`config.mk`:
```
export PLATFORM = sky130hd
export DESIGN_NAME = ysyx_22050039_mem_arb
export DESIGN_NICKNAME = d
export VERILOG_FILES = /design/src/rtl/ysyx_22050039_mem_pkg.sv /design/src/rtl/ysyx_22050039_arb2.sv /design/src/rtl/ysyx_22050039_mem_arb.sv
export SDC_FILE = /design/constraint.sdc
export NUM_CORES = 1
export LEC_CHECK = 0
export CAP_MARGIN = 10
export CORE_AREA = 8 8 203 205
export CTS_CLUSTER_SIZE = 12
export DETAILED_ROUTE_END_ITERATION = 7
export DIE_AREA = 0 0 211 213
export HOLD_SLACK_MARGIN = 0.08
export PLACE_DENSITY_LB_ADDON = 0.15
export SLEW_MARGIN = 20
export SYNTH_ARGS = -nofsm -noshare
export SYNTH_HDL_FRONTEND = slang
export SYNTH_HIERARCHICAL = 1
export SYNTH_SLANG_ARGS = --single-unit
```
`constraint.sdc`:
```
create_clock -name clk -period 2.5 [get_ports clk]
set_input_delay 0.25 -clock clk [delete_from_list [all_inputs] [get_ports clk]]
set_output_delay 0.25 -clock clk [all_outputs]
set_load 0.02 [all_outputs]
```
`src/rtl/ysyx_22050039_mem_pkg.sv`:
```
// ysyx_22050039_mem_pkg
//   Shared types and constants for the IFU/LSU memory arbiter.
//   XLEN / MASK_W : address/data width and byte write-mask width.
//   arb_state_e   : arbiter FSM states.
//   owner_e       : which requester owns the in-flight transaction.
//   GNT_IFU/GNT_LSU : bit positions in the 2-bit valid/grant vectors.
package ysyx_22050039_mem_pkg;

  localparam int XLEN   = 64;
  localparam int MASK_W = XLEN / 8;

  localparam int GNT_IFU = 0;
  localparam int GNT_LSU = 1;

  typedef enum logic [1:0] {
    IDLE  = 2'd0,
    ISSUE = 2'd1,
    WAIT  = 2'd2
  } arb_state_e;

  typedef enum logic {
    OWN_IFU = 1'b0,
    OWN_LSU = 1'b1
  } owner_e;

  // One-hot grant to owner; an all-zero grant maps to IFU and is never
  // consumed because callers only use it when a grant is present.
  function automatic owner_e grant_to_owner(input logic [1:0] gnt);
    return gnt[GNT_LSU] ? OWN_LSU : OWN_IFU;
  endfunction

endpackage

```
`src/rtl/ysyx_22050039_arb2.sv`:
```
// ysyx_22050039_arb2
//   Two-way grant logic, purely combinational.
//   RR_EN = 0 : fixed priority, LSU (bit 1) over IFU (bit 0).
//   RR_EN = 1 : on a tie, grant the requester that was not served last.
//   A lone requester is always granted.
// Ports:
//   valid_i[1:0]  request vector {lsu, ifu}
//   last_grant_i  owner of the most recent grant (used only when RR_EN=1)
//   grant_o[1:0]  one-hot grant, zero when nothing is requested
module ysyx_22050039_arb2
  import ysyx_22050039_mem_pkg::*;
#(
  parameter bit RR_EN = 1'b0
) (
  input  logic [1:0] valid_i,
  input  owner_e     last_grant_i,
  output logic [1:0] grant_o
);

  logic [1:0] fixed_gnt;
  logic [1:0] rr_gnt;

  always_comb begin
    fixed_gnt = 2'b00;
    rr_gnt    = 2'b00;
    case (valid_i)
      2'b01: begin
        fixed_gnt = 2'b01;
        rr_gnt    = 2'b01;
      end
      2'b10: begin
        fixed_gnt = 2'b10;
        rr_gnt    = 2'b10;
      end
      2'b11: begin
        fixed_gnt = 2'b10;
        rr_gnt    = (last_grant_i == OWN_LSU) ? 2'b01 : 2'b10;
      end
      default: begin
        fixed_gnt = 2'b00;
        rr_gnt    = 2'b00;
      end
    endcase
    grant_o = RR_EN ? rr_gnt : fixed_gnt;
  end

endmodule

```
`src/rtl/ysyx_22050039_mem_arb.sv`:
```
// ysyx_22050039_mem_arb
//   Shares one memory port between the instruction fetch path (IFU, read
//   only) and the load/store path (LSU). One transaction is outstanding at a
//   time: accept in IDLE, present it to memory in ISSUE, wait for the
//   response in WAIT, then pulse the owner's resp_valid for one cycle.
//
// Configuration macros:
//   YSYX_22050039_ARB_RR_EN   round-robin tie-break instead of LSU > IFU.
//   YSYX_22050039_ARB_ASSERT  flag a memory response outside WAIT with $error.
//
// Ports:
//   clk, rst                 clock; synchronous active-low reset
//   ifu_req_*                fetch request (valid/ready/addr)
//   ifu_resp_*               fetch response pulse and data
//   lsu_req_*                load/store request (valid/ready/addr/wen/wdata/wmask)
//   lsu_resp_*               load data or store-done pulse (data 0 for stores)
//   mem_req_*                latched request towards the memory wrapper
//   mem_resp_*               memory read data / write ack
//
// state | meaning
// ------+--------------------------------------------------------------
// IDLE  | no transaction; arbitrate and accept one request
// ISSUE | mem_req_valid high with latched fields, waiting mem_req_ready
// WAIT  | request taken by memory, waiting mem_resp_valid
module ysyx_22050039_mem_arb
  import ysyx_22050039_mem_pkg::*;
(
  input  logic              clk,
  input  logic              rst,

  input  logic              ifu_req_valid,
  output logic              ifu_req_ready,
  input  logic [XLEN-1:0]   ifu_req_addr,
  output logic              ifu_resp_valid,
  output logic [XLEN-1:0]   ifu_resp_data,

  input  logic              lsu_req_valid,
  output logic              lsu_req_ready,
  input  logic [XLEN-1:0]   lsu_req_addr,
  input  logic              lsu_req_wen,
  input  logic [XLEN-1:0]   lsu_req_wdata,
  input  logic [MASK_W-1:0] lsu_req_wmask,
  output logic              lsu_resp_valid,
  output logic [XLEN-1:0]   lsu_resp_data,

  output logic              mem_req_valid,
  input  logic              mem_req_ready,
  output logic [XLEN-1:0]   mem_req_addr,
  output logic              mem_req_wen,
  output logic [XLEN-1:0]   mem_req_wdata,
  output logic [MASK_W-1:0] mem_req_wmask,
  input  logic              mem_resp_valid,
  input  logic [XLEN-1:0]   mem_resp_data
);

  arb_state_e        state_q, state_d;
  owner_e            owner_q, owner_d;

  logic              mem_req_valid_q, mem_req_valid_d;
  logic [XLEN-1:0]   addr_q, addr_d;
  logic              wen_q, wen_d;
  logic [XLEN-1:0]   wdata_q, wdata_d;
  logic [MASK_W-1:0] wmask_q, wmask_d;

  logic              ifu_resp_valid_q, ifu_resp_valid_d;
  logic [XLEN-1:0]   ifu_resp_data_q, ifu_resp_data_d;
  logic              lsu_resp_valid_q, lsu_resp_valid_d;
  logic [XLEN-1:0]   lsu_resp_data_q, lsu_resp_data_d;

  logic [1:0]        req_vec;
  logic [1:0]        grant;
  owner_e            last_grant;

  assign req_vec = {lsu_req_valid, ifu_req_valid};

`ifdef YSYX_22050039_ARB_RR_EN
  localparam bit RR_EN = 1'b1;

  owner_e last_q, last_d;

  assign last_grant = last_q;

  // The pointer follows every grant, including uncontested ones, so a tie
  // always goes to whoever was not served by the previous transaction.
  always_comb begin
    last_d = last_q;
    if (state_q == IDLE && grant != 2'b00) begin
      last_d = grant_to_owner(grant);
    end
  end

  always_ff @(posedge clk) begin
    if (!rst) begin
      last_q <= OWN_IFU;
    end else begin
      last_q <= last_d;
    end
  end
`else
  localparam bit RR_EN = 1'b0;

  assign last_grant = OWN_IFU;
`endif

  ysyx_22050039_arb2 #(
    .RR_EN(RR_EN)
  ) u_arb2 (
    .valid_i     (req_vec),
    .last_grant_i(last_grant),
    .grant_o     (grant)
  );

  always_comb begin
    state_d          = state_q;
    owner_d          = owner_q;
    mem_req_valid_d  = mem_req_valid_q;
    addr_d           = addr_q;
    wen_d            = wen_q;
    wdata_d          = wdata_q;
    wmask_d          = wmask_q;
    ifu_resp_valid_d = 1'b0;
    ifu_resp_data_d  = ifu_resp_data_q;
    lsu_resp_valid_d = 1'b0;
    lsu_resp_data_d  = lsu_resp_data_q;
    ifu_req_ready    = 1'b0;
    lsu_req_ready    = 1'b0;

    case (state_q)
      IDLE: begin
        if (grant[GNT_LSU]) begin
          lsu_req_ready   = 1'b1;
          owner_d         = OWN_LSU;
          addr_d          = lsu_req_addr;
          wen_d           = lsu_req_wen;
          wdata_d         = lsu_req_wdata;
          // Loads never drive a byte mask towards memory.
          wmask_d         = lsu_req_wen ? lsu_req_wmask : '0;
          mem_req_valid_d = 1'b1;
          state_d         = ISSUE;
        end else if (grant[GNT_IFU]) begin
          ifu_req_ready   = 1'b1;
          owner_d         = OWN_IFU;
          addr_d          = ifu_req_addr;
          wen_d           = 1'b0;
          wdata_d         = '0;
          wmask_d         = '0;
          mem_req_valid_d = 1'b1;
          state_d         = ISSUE;
        end
      end

      ISSUE: begin
        if (mem_req_ready) begin
          mem_req_valid_d = 1'b0;
          state_d         = WAIT;
        end
      end

      WAIT: begin
        if (mem_resp_valid) begin
          state_d = IDLE;
          if (owner_q == OWN_IFU) begin
            ifu_resp_valid_d = 1'b1;
            ifu_resp_data_d  = mem_resp_data;
          end else begin
            lsu_resp_valid_d = 1'b1;
            lsu_resp_data_d  = wen_q ? '0 : mem_resp_data;
          end
        end
      end

      default: begin
        state_d         = IDLE;
        mem_req_valid_d = 1'b0;
      end
    endcase
  end

  always_ff @(posedge clk) begin
    if (!rst) begin
      state_q          <= IDLE;
      owner_q          <= OWN_IFU;
      mem_req_valid_q  <= 1'b0;
      addr_q           <= '0;
      wen_q            <= 1'b0;
      wdata_q          <= '0;
      wmask_q          <= '0;
      ifu_resp_valid_q <= 1'b0;
      ifu_resp_data_q  <= '0;
      lsu_resp_valid_q <= 1'b0;
      lsu_resp_data_q  <= '0;
    end else begin
      state_q          <= state_d;
      owner_q          <= owner_d;
      mem_req_valid_q  <= mem_req_valid_d;
      addr_q           <= addr_d;
      wen_q            <= wen_d;
      wdata_q          <= wdata_d;
      wmask_q          <= wmask_d;
      ifu_resp_valid_q <= ifu_resp_valid_d;
      ifu_resp_data_q  <= ifu_resp_data_d;
      lsu_resp_valid_q <= lsu_resp_valid_d;
      lsu_resp_data_q  <= lsu_resp_data_d;
    end
  end

  assign mem_req_valid  = mem_req_valid_q;
  assign mem_req_addr   = addr_q;
  assign mem_req_wen    = wen_q;
  assign mem_req_wdata  = wdata_q;
  assign mem_req_wmask  = wmask_q;
  assign ifu_resp_valid = ifu_resp_valid_q;
  assign ifu_resp_data  = ifu_resp_data_q;
  assign lsu_resp_valid = lsu_resp_valid_q;
  assign lsu_resp_data  = lsu_resp_data_q;

`ifdef YSYX_22050039_ARB_ASSERT
  // A response with no transaction waiting for it is a wrapper bug; the FSM
  // already ignores it, this just makes it visible.
  always_ff @(posedge clk) begin
    if (rst && state_q != WAIT) begin
      assert (!mem_resp_valid)
        else $error("mem_resp_valid outside WAIT (state=%0d)", state_q);
    end
  end
`endif

endmodule

```
==> metrics.cfg, run 1 <==
[finish]
finish.net_count = 1837
drive_gt1_frac = 0.0561
areaGrowthSynthToFinish_pct = 64.2

[sta]
period_minus_slack_ns = 2.33
finalMaxSlewViolations = 0
fin_crit_sh = 0.934
fin_worst_skew_ns = 0.0231
fmax_mhz = 428
final_hold_viol_count = 0
setup_ws_ns = 0.165
rsz0062_at_grt = false
setup_violations = 0
fin_setup_tns_ns = 0
slew-limit-headroom = 0.566
tightest_slew_ns = 0.651

[setup_path]
endpoint_kind = primary output
crit_type = flop to primary output
worstSetupStartpointType = flop
cp_data_required_time_ns = 2.25
crit_path_max_fanout = 6
worst_ep_arrival_time_ns = 2.08
r2r_setup_slack_ns = 0.64

[routing]
routedWlPerCell_um = 20.5
drc_errors = 0
drt_iter0_markers = 452
ant_nets = 0
firstDrtPassIters = 5
vias = 9811
routed_via_density = 4.65
drt-total-wl_um = 43200

[power]
seq_power_share = 0.404
p_sw_frac = 0.260
net-switching-power_mw = 2.99
clock_power_share = 0.420
ir_worst_vdd_mv = 0.367
cellInternalPower_mw = 8.53
combPwrFrac = 0.176
leakagePower_nw = 6.94
power_density_nw_per_um2 = 662

[global_route]
grt_antenna_before_repair = 6
grt_pass1_wl_um = 62600
grt_pass1_vias = 9907
overflow = 0
grt_max_degree = 118
grt_usage = 0.181

[clock_tree]
worstSkewPairLatency_ns = 0.52
cts_max_path_buffers = 3
cts_setup_buffers = 0
cts_made_buffers = 34
cts.clk_slew.worst_paths_ns = 0.06
root_buffer = clkbuf_16
hold_buffers = 0
cts_sinks = 271
h-tree-depth = 2
ctsResizeCount = 0
cts_tree = built

[placed_design]
dp_hpwl_um = 31700
place_ws_ns = 0.427
io_buffers = 540
routabilityCongestion = 0.798

[synthesis]
syn_avg_cell_area_um2 = 9.91
syn_nets = 1341
synth_warnings = 6
synth_cells = 1070
mappedNetlistArea_um2 = 10600

[die]
initial_core_util = 0.278
rows = 72
boundaryPins = 541
core_um2 = 38100
die_w_um = 211
dieArea_um2 = 44900
die_h_um = 213

[outcome]
status = finished, final reports clean

[job]
maxCapViolCount = 0

[hold_path]
hp-class = primary input to flop

[power by group through the flow]
stage | logic, mW | registers, mW | clock network (mW)
finish | 2.02 | 4.66 | 4.85
global route | 2.16 | 4.68 | 5.19
CTS | 2.06 | 4.66 | 5.01
detailed placement | 2.05 | 4.74 | 0
global placement | 2.05 | 4.74 | 0
floorplan | 0.681 | 5.00 | 0
[worst max-delay path, cell delays in order, from the launching register on]
cell,delay (ns)
dfxtp_1,0.38
or2_4,0.33
nor3b_1,0.20
clkdlybuf4s50_1,0.64
[layer usage]
| layer | up-vias | routed length [um] | GRT usage |
|---|---|---|---|
| met3 | 63 | 3720 | 0.0665 |
| met5 | - | 27 | 0 |
| met1 | 4604 | 17500 | 0.207 |
| met4 | 4 | 1010 | 0.0649 |
| li1 | 4776 | - | - |
| met2 | 364 | 21000 | 0.305 |
[cell usage in the layout (no fill, tap or decap), drive strengths merged]
cell type      instances
nand4bb                1
a22o                  64
a21boi               131
diode                  4
or2                    2
clkinv                 3
a22oi                  1
mux2i                 64
o21a                   3
nor2                   5
nor2b                  2
dfxtp                271
nor3b                  3
inv                    1
nor3                   1
o211a                 64
nand2b                 1
buf                   26
nand3                 65
nand2                211
clkdlybuf4s50        538
and2                   1
o22ai                  8
nand3b                 1
o21ai                 66
and4bb                 1
bufinv                 1
clkbuf                52
[per-stage QoR]
step	util	instance area, um^2	hold WS (ns)	total power [mW]	cells
after floorplan	-	10600	0.375	5.68	1070
after global placement	0.428	16300	0.441	6.79	2048
after detailed placement	0.428	16300	0.444	6.79	2048
after CTS	0.457	17400	0.128	11.7	2105
after global routing	0.457	17400	0.160	12.0	2108
final	0.457	17400	0.167	11.5	2109
[registers in the layout, indices dropped and copies added, names as in the netlist]
register,flops
owner_q,1
mem_req_valid,1
mem_req_addr,64
mem_req_wmask,8
lsu_resp_data,64
ifu_resp_data,64
mem_req_wdata,64
mem_req_wen,1
state_q,2
ifu_resp_valid,1
lsu_resp_valid,1
[cell type report]
| class | instances | area (um^2) |
|---|---|---|
| antenna | 4 | 10.0 |
| clock buffer | 52 | 1040 |
| clock inverter | 5 | 57.6 |
| fill | 3704 | 20700 |
| multi-input combinational | 695 | 4560 |
| sequential | 271 | 5430 |
| tap | 518 | 648 |
| timing repair buffer | 564 | 5670 |
[final timing paths]
kind / end / cells past startpoint / start
worst min-delay path: state_q[0] / 2 / rst
worst min register to register: ifu_resp_data[60] / 2 / ifu_resp_data[60]
worst max-delay path: ifu_req_ready / 3 / state_q[1]
worst max register to register: mem_req_wdata[63] / 5 / state_q[1]
Power figures use the tool's default switching activity.
==> run 2, diff against run 1 <==
--- a/config.mk
+++ b/config.mk
@@ -17,3 +17,4 @@
 export SYNTH_HDL_FRONTEND = slang
 export SYNTH_HIERARCHICAL = 1
 export SYNTH_SLANG_ARGS = --single-unit
+export TNS_END_PERCENT = 30
==> results of run 2 <==
Final layout, timing and power as in run 1 (identical DEF).
